**config.mk**
```make
export PLATFORM = sky130hd
export DESIGN_NAME = minmax_stream_arbiter
export DESIGN_NICKNAME = d
export VERILOG_FILES = /design/src/rtl/minmax_stream_arbiter.sv
export SDC_FILE = /design/constraint.sdc
export NUM_CORES = 1
export LEC_CHECK = 0
export BUFFER_PORTS_ARGS = -buffer_cell sky130_fd_sc_hd__buf_4
export CAP_MARGIN = 25
export CORE_AREA = 2 2 64 66
export CTS_BUF_LIST = sky130_fd_sc_hd__clkbuf_2 sky130_fd_sc_hd__clkbuf_4 sky130_fd_sc_hd__clkbuf_8
export CTS_CLUSTER_DIAMETER = 150
export CTS_CLUSTER_SIZE = 28
export DETAILED_ROUTE_END_ITERATION = 10
export DIE_AREA = 0 0 66 68
export MAX_ROUTING_LAYER = met4
export PLACE_DENSITY = 0.78
export SKIP_CTS_REPAIR_TIMING = 1
export SLEW_MARGIN = 0
export SYNTH_ARGS = -nofsm -noshare
export SYNTH_HDL_FRONTEND = slang
export SYNTH_SLANG_ARGS = --single-unit
```
**constraint.sdc**
```tcl
create_clock -name clock -period 6.5 [get_ports clock]
set_clock_uncertainty 0.15 [all_clocks]
set_input_delay 0.975 -clock clock [delete_from_list [all_inputs] [get_ports clock]]
set_output_delay 0.975 -clock clock [all_outputs]
set_load 0.01 [all_outputs]
```
**src/rtl/minmax_stream_arbiter.sv**
```systemverilog
// Round-robin arbiter that lends one shared min/max/count tracker to NREQ sample
// sources, one burst at a time, and holds each burst result on a valid/ready port.
module minmax_stream_arbiter #(
    parameter int NREQ = 4,
    parameter int DW   = 4,
    parameter int CW   = 4,
    parameter int IW   = (NREQ > 1) ? $clog2(NREQ) : 1
) (
    input  logic               clock,
    input  logic               reset,
    input  logic [NREQ-1:0]    req,
    input  logic [NREQ*DW-1:0] data,
    input  logic [NREQ-1:0]    last,
    output logic [NREQ-1:0]    grant,
    output logic               res_valid,
    input  logic               res_ready,
    output logic [IW-1:0]      res_id,
    output logic [DW-1:0]      res_min,
    output logic [DW-1:0]      res_max,
    output logic [CW-1:0]      res_count
);

    // Handshake: a result transfers on any rising edge where res_valid and
    // res_ready are both high; res_* hold steady while res_valid waits.

    typedef enum logic [1:0] {
        IDLE   = 2'd0,
        STREAM = 2'd1,
        REPORT = 2'd2
    } state_t;

    state_t         state;
    logic [IW-1:0]  ptr;
    logic [IW-1:0]  cur_id;
    logic [CW-1:0]  cnt;
    logic [DW-1:0]  cur_min;
    logic [DW-1:0]  cur_max;

    logic [DW-1:0]  samples [NREQ];
    logic [DW-1:0]  sample;
    logic [DW-1:0]  nxt_min;
    logic [DW-1:0]  nxt_max;
    logic [CW-1:0]  nxt_cnt;
    logic           beat;
    logic           burst_end;
    logic [IW-1:0]  sel;
    logic [IW-1:0]  idx;
    logic           found;

    // Search upward from ptr+1 so the last requester served ranks lowest.
    always_comb begin
        sel   = '0;
        idx   = '0;
        found = 1'b0;
        for (int k = 1; k <= NREQ; k++) begin
            idx = IW'((int'(ptr) + k) % NREQ);
            if (!found && req[idx]) begin
                found = 1'b1;
                sel   = idx;
            end
        end
    end

    always_comb begin
        for (int i = 0; i < NREQ; i++) begin
            samples[i] = data[i*DW +: DW];
        end
    end

    // The first beat of a burst seeds min/max regardless of stale tracker contents.
    always_comb begin
        sample    = samples[cur_id];
        beat      = req[cur_id];
        nxt_cnt   = cnt + 1'b1;
        nxt_min   = (cnt == '0 || sample < cur_min) ? sample : cur_min;
        nxt_max   = (cnt == '0 || sample > cur_max) ? sample : cur_max;
        burst_end = last[cur_id] || (nxt_cnt == {CW{1'b1}});
    end

    always_ff @(posedge clock) begin
        if (reset) begin
            state     <= IDLE;
            ptr       <= IW'(NREQ - 1);
            cur_id    <= '0;
            cnt       <= '0;
            cur_min   <= '0;
            cur_max   <= '0;
            grant     <= '0;
            res_valid <= 1'b0;
            res_id    <= '0;
            res_min   <= '0;
            res_max   <= '0;
            res_count <= '0;
        end else begin
            case (state)
                IDLE: begin
                    if (found) begin
                        grant  <= {{(NREQ-1){1'b0}}, 1'b1} << sel;
                        cur_id <= sel;
                        cnt    <= '0;
                        state  <= STREAM;
                    end
                end
                STREAM: begin
                    if (beat) begin
                        cur_min <= nxt_min;
                        cur_max <= nxt_max;
                        cnt     <= nxt_cnt;
                        if (burst_end) begin
                            grant     <= '0;
                            res_valid <= 1'b1;
                            res_id    <= cur_id;
                            res_min   <= nxt_min;
                            res_max   <= nxt_max;
                            res_count <= nxt_cnt;
                            state     <= REPORT;
                        end
                    end
                end
                REPORT: begin
                    if (res_ready) begin
                        res_valid <= 1'b0;
                        ptr       <= cur_id;
                        state     <= IDLE;
                    end
                end
                default: state <= IDLE;
            endcase
        end
    end

endmodule
```
==> run_summary.xml <==
<?xml version="1.0" encoding="UTF-8"?>
<metrics>
  <group name="outcome">
    <metric name="run_status" unit="">completed</metric>
  </group>
  <group name="critical_path">
    <metric name="critical_path_buf_inv_count" unit="">0</metric>
    <metric name="cp_num_cells" unit="">8</metric>
    <metric name="worst_path_dominant_cell_family" unit="">multiplexers</metric>
    <metric name="setup.worst_path.end_class" unit="">register</metric>
    <metric name="crit_start" unit="">cur_id[0]</metric>
    <metric name="critPathKind" unit="">register to register</metric>
    <metric name="worst-path-max-fanout" unit="">12</metric>
    <metric name="worst_r2r_path_depth" unit="">8</metric>
    <metric name="stage_delay_of_the_slowest_cell_on_the_critical_path" unit="ns">0.67</metric>
    <metric name="critPathArrivalTime" unit="ns">3.08</metric>
    <metric name="crit_end" unit="">res_max[3]</metric>
    <metric name="crit-reg2reg-launch" unit="">cur_id[0]</metric>
    <metric name="critPathLaunchType" unit="">register</metric>
    <metric name="critical_path.reg2reg.endpoint" unit="">res_max[3]</metric>
    <metric name="critPathRequiredTime" unit="ns">6.49</metric>
    <metric name="worst_r2r_setup_slack" unit="ns">3.41</metric>
    <metric name="critPathSlowestCell" unit="">sky130_fd_sc_hd__dfxtp_1</metric>
    <metric name="crit_path_cell_trace" unit="">mux4_2, ha_1, nor2b_1, o211ai_1, a21oi_1, nor2_1, mux2i_1, a211oi_1</metric>
  </group>
  <group name="floorplan">
    <metric name="fp-row-count" unit="">23</metric>
    <metric name="core-area" unit="mm2">0.00386</metric>
    <metric name="io_pins" unit="">46</metric>
    <metric name="die_h" unit="um">68</metric>
    <metric name="floorplan.initialDensity" unit="%">52.3</metric>
    <metric name="floorplan.die_area" unit="mm2">0.00449</metric>
    <metric name="die_w" unit="um">66</metric>
  </group>
  <group name="final_layout">
    <metric name="fillCellCount" unit="">344</metric>
    <metric name="final_net_count" unit="">299</metric>
    <metric name="antennaDiodeCount" unit="">0</metric>
    <metric name="flow.area_growth_from_synthesis" unit="%">22.9</metric>
    <metric name="finalInstanceArea" unit="mm2">0.00248</metric>
    <metric name="drive_above_1_share" unit="%">24.3</metric>
  </group>
  <group name="clock_tree">
    <metric name="clock_tree.buffer_depth" unit="">2</metric>
    <metric name="clk_root_buffer_cell" unit="">sky130_fd_sc_hd__clkbuf_8</metric>
    <metric name="cts_tree" unit="">built</metric>
    <metric name="clk_latency" unit="ns">0.29</metric>
    <metric name="cts_num_sinks" unit="">37</metric>
    <metric name="clk_pin_slew" unit="ns">0.08</metric>
    <metric name="cts.htree.levels" unit="">2</metric>
    <metric name="cts_inserted_buffers" unit="">5</metric>
  </group>
  <group name="global_routing">
    <metric name="grt_pass1_vias" unit="">1550</metric>
    <metric name="grt_antenna_before_repair" unit="">0</metric>
    <metric name="largest_net_degree_at_the_start_of_global_routing" unit="">38</metric>
    <metric name="groute.usage.overall" unit="%">21.0</metric>
    <metric name="grt_overflow_total" unit="">0</metric>
    <metric name="grt_first_pass_wirelength" unit="mm">6.93</metric>
  </group>
  <group name="logic_synthesis">
    <metric name="avgSynthCellArea" unit="um2">9.16</metric>
    <metric name="yosysMostFrequentCell" unit="">sky130_fd_sc_hd__dfxtp_1</metric>
    <metric name="syn-instance-count" unit="">220</metric>
    <metric name="synth_top_area_share" unit="%">36.7</metric>
    <metric name="synth.ff_latch_count" unit="">37</metric>
    <metric name="synth.top_cells.by_area" unit="">sky130_fd_sc_hd__dfxtp_1, sky130_fd_sc_hd__mux2i_1, sky130_fd_sc_hd__ha_1, sky130_fd_sc_hd__nor2_1, sky130_fd_sc_hd__a21oi_1</metric>
    <metric name="synthesis.area" unit="mm2">0.00202</metric>
    <metric name="synth_enable_flop_cells" unit="">0</metric>
    <metric name="synth-warning-count" unit="">0</metric>
    <metric name="async_reset_ff_share" unit="%">0</metric>
    <metric name="synth_sequential_area_ratio" unit="%">36.7</metric>
    <metric name="synth_top_flop_cell" unit="">sky130_fd_sc_hd__dfxtp_1</metric>
    <metric name="synthDistinctLibCells" unit="">38</metric>
    <metric name="synthesis.nets" unit="">257</metric>
    <metric name="yosys-top-cells-count" unit="">sky130_fd_sc_hd__dfxtp_1, sky130_fd_sc_hd__nor2_1, sky130_fd_sc_hd__a21oi_1</metric>
    <metric name="synth_top_cell_by_area" unit="">sky130_fd_sc_hd__dfxtp_1</metric>
  </group>
  <group name="power">
    <metric name="p_int" unit="mW">0.438</metric>
    <metric name="power_frac_clock" unit="%">34.1</metric>
    <metric name="sequentialPowerShare" unit="%">41.9</metric>
    <metric name="combPwrFrac" unit="%">24.0</metric>
    <metric name="power.leakage" unit="nW">0.972</metric>
    <metric name="power-per-cell-area" unit="mW/mm2">250</metric>
    <metric name="design_power_total" unit="mW">0.619</metric>
    <metric name="total_switching_power" unit="mW">0.181</metric>
    <metric name="ir_worst_vdd" unit="V">0.000156</metric>
    <metric name="sw_frac_of_total" unit="%">29.3</metric>
  </group>
  <group name="routing">
    <metric name="wire_per_inst" unit="um">13.2</metric>
    <metric name="detail_route.iter0.violations" unit="">77</metric>
    <metric name="drtAntennaViolNets" unit="">0</metric>
    <metric name="routed_wl" unit="mm">4.12</metric>
    <metric name="drtPass1Iterations" unit="">4</metric>
    <metric name="vias_per_cell" unit="">5.44</metric>
    <metric name="remaining_drc_errors" unit="">0</metric>
    <metric name="vias" unit="">1703</metric>
  </group>
  <group name="timing">
    <metric name="fin_crit_sh" unit="%">47.5</metric>
    <metric name="tns" unit="ns">0</metric>
    <metric name="report.final.hold_viol_count" unit="">0</metric>
    <metric name="setup_failing_eps_final" unit="">0</metric>
    <metric name="maxSlewHeadroom" unit="%">54.5</metric>
    <metric name="post-route-min-period" unit="ns">3.09</metric>
    <metric name="setup_repair_after_global_routing_missed_its_margin" unit="">no</metric>
    <metric name="maxClockFrequency" unit="MHz">324</metric>
    <metric name="report.final.slew_viol_count" unit="">0</metric>
    <metric name="worst_pin_slew" unit="ns">0.680</metric>
  </group>
  <group name="place">
    <metric name="postPlaceCellArea" unit="mm2">0.00236</metric>
    <metric name="post-dp-hpwl" unit="mm">2.94</metric>
    <metric name="portBuffers" unit="">45</metric>
    <metric name="place.gp.congestion" unit="">0.827</metric>
  </group>
  <group name="worst_hold_path">
    <metric name="hold_path.class" unit="">register to register</metric>
  </group>
  <group name="flow_run">
    <metric name="maxCapViolations" unit="">0</metric>
  </group>
</metrics>
==> flip-flops by register name, summed over array words and instances, names as in the netlist <==
signal	cells
cnt	4
cur_id	2
cur_max	4
cur_min	4
grant	4
ptr	2
res_count	4
res_id	2
res_max	4
res_min	4
res_valid	1
state	2
==> cells in the final DEF, fill, tap and decap left out, types with 6 or more instances in the layout <==
master / count
sky130_fd_sc_hd__dfxtp_1: 37
sky130_fd_sc_hd__nor2_1: 32
sky130_fd_sc_hd__buf_4: 45
sky130_fd_sc_hd__mux2i_1: 16
sky130_fd_sc_hd__a211oi_1: 12
sky130_fd_sc_hd__nand2_1: 12
sky130_fd_sc_hd__ha_1: 10
sky130_fd_sc_hd__nand3_1: 8
sky130_fd_sc_hd__o21ai_0: 8
sky130_fd_sc_hd__inv_1: 12
sky130_fd_sc_hd__a21oi_1: 21
sky130_fd_sc_hd__clkbuf_8: 6
==> area by class of cell <==
class | instances | area (um2) | share of cell area [%]
Clock buffer | 6 | 82.6 | 3.33
Clock inverter | 2 | 37.5 | 1.52
Inverter | 12 | 45.0 | 1.82
Multi-Input combinational cell | 161 | 1170 | 47.3
Sequential cell | 37 | 741 | 29.9
Tap cell | 50 | 62.6 | 2.53
Timing Repair Buffer | 45 | 338 | 13.6
==> power groups by stage <==
| stage | clock [mW] | combinational [mW] | sequential [mW] |
|---|---|---|---|
| finish | 0.211 | 0.149 | 0.260 |
| detailed placement | 0 | 0.148 | 0.265 |
| global placement | 0 | 0.145 | 0.265 |
| global route | 0.222 | 0.167 | 0.263 |
| CTS | 0.214 | 0.149 | 0.260 |
| floorplan | 0 | 0.105 | 0.263 |
==> worst register-to-register path, cell delays in order, from the launching register on <==
cell and delay, ns:
sky130_fd_sc_hd__dfxtp_1 0.67, sky130_fd_sc_hd__mux4_2 0.66, sky130_fd_sc_hd__ha_1 0.32, sky130_fd_sc_hd__nor2b_1 0.14
sky130_fd_sc_hd__o211ai_1 0.16, sky130_fd_sc_hd__a21oi_1 0.12, sky130_fd_sc_hd__nor2_1 0.34, sky130_fd_sc_hd__mux2i_1 0.28
sky130_fd_sc_hd__a211oi_1 0.09
==> metrics by stage <==
step                      util, %  hold slack (ns)  setup WS (ns)  std cells
final                        64.2            0.347           3.41        313
after global routing         64.2            0.367           3.22        313
after CTS                    64.2            0.350           3.39        313
after detailed placement     61.1            0.337           3.14        305
after global placement       61.1            0.329           3.13        305
after floorplan                 -            0.316           3.48        220
==> worst min-delay path by stage <==
stage,startpoint,end,cells after the start
6_report,res_min[2],res_min[2],2
2_1_floorplan,cur_min[1],cur_min[1],2
5_1_grt,res_max[0],res_max[0],2
3_5_place_dp,cur_min[3],cur_min[3],2
4_1_cts,cur_min[3],cur_min[3],2
3_3_place_gp,res_valid,res_valid,2
==> logic make-up after synthesis <==
family / share of synthesized area, %
multiplexers: 14.8
buffers and inverters: 5.15
adder cells (fa/ha/maj): 6.21
AND/OR/NAND/NOR: 16.3
AO/OA/AOI/OAI: 19.9
XOR/XNOR: 0.869
flip-flops: 36.7
==> layer usage <==
layer / share of wire (%) / GRT usage (%)
met4: 1.5 / 6.89
met1: 47 / 25.6
met3: 5.0 / 4.44
met5: 0 / -
met2: 47 / 34.8
Note: power is estimated with default switching activity, not from simulation.
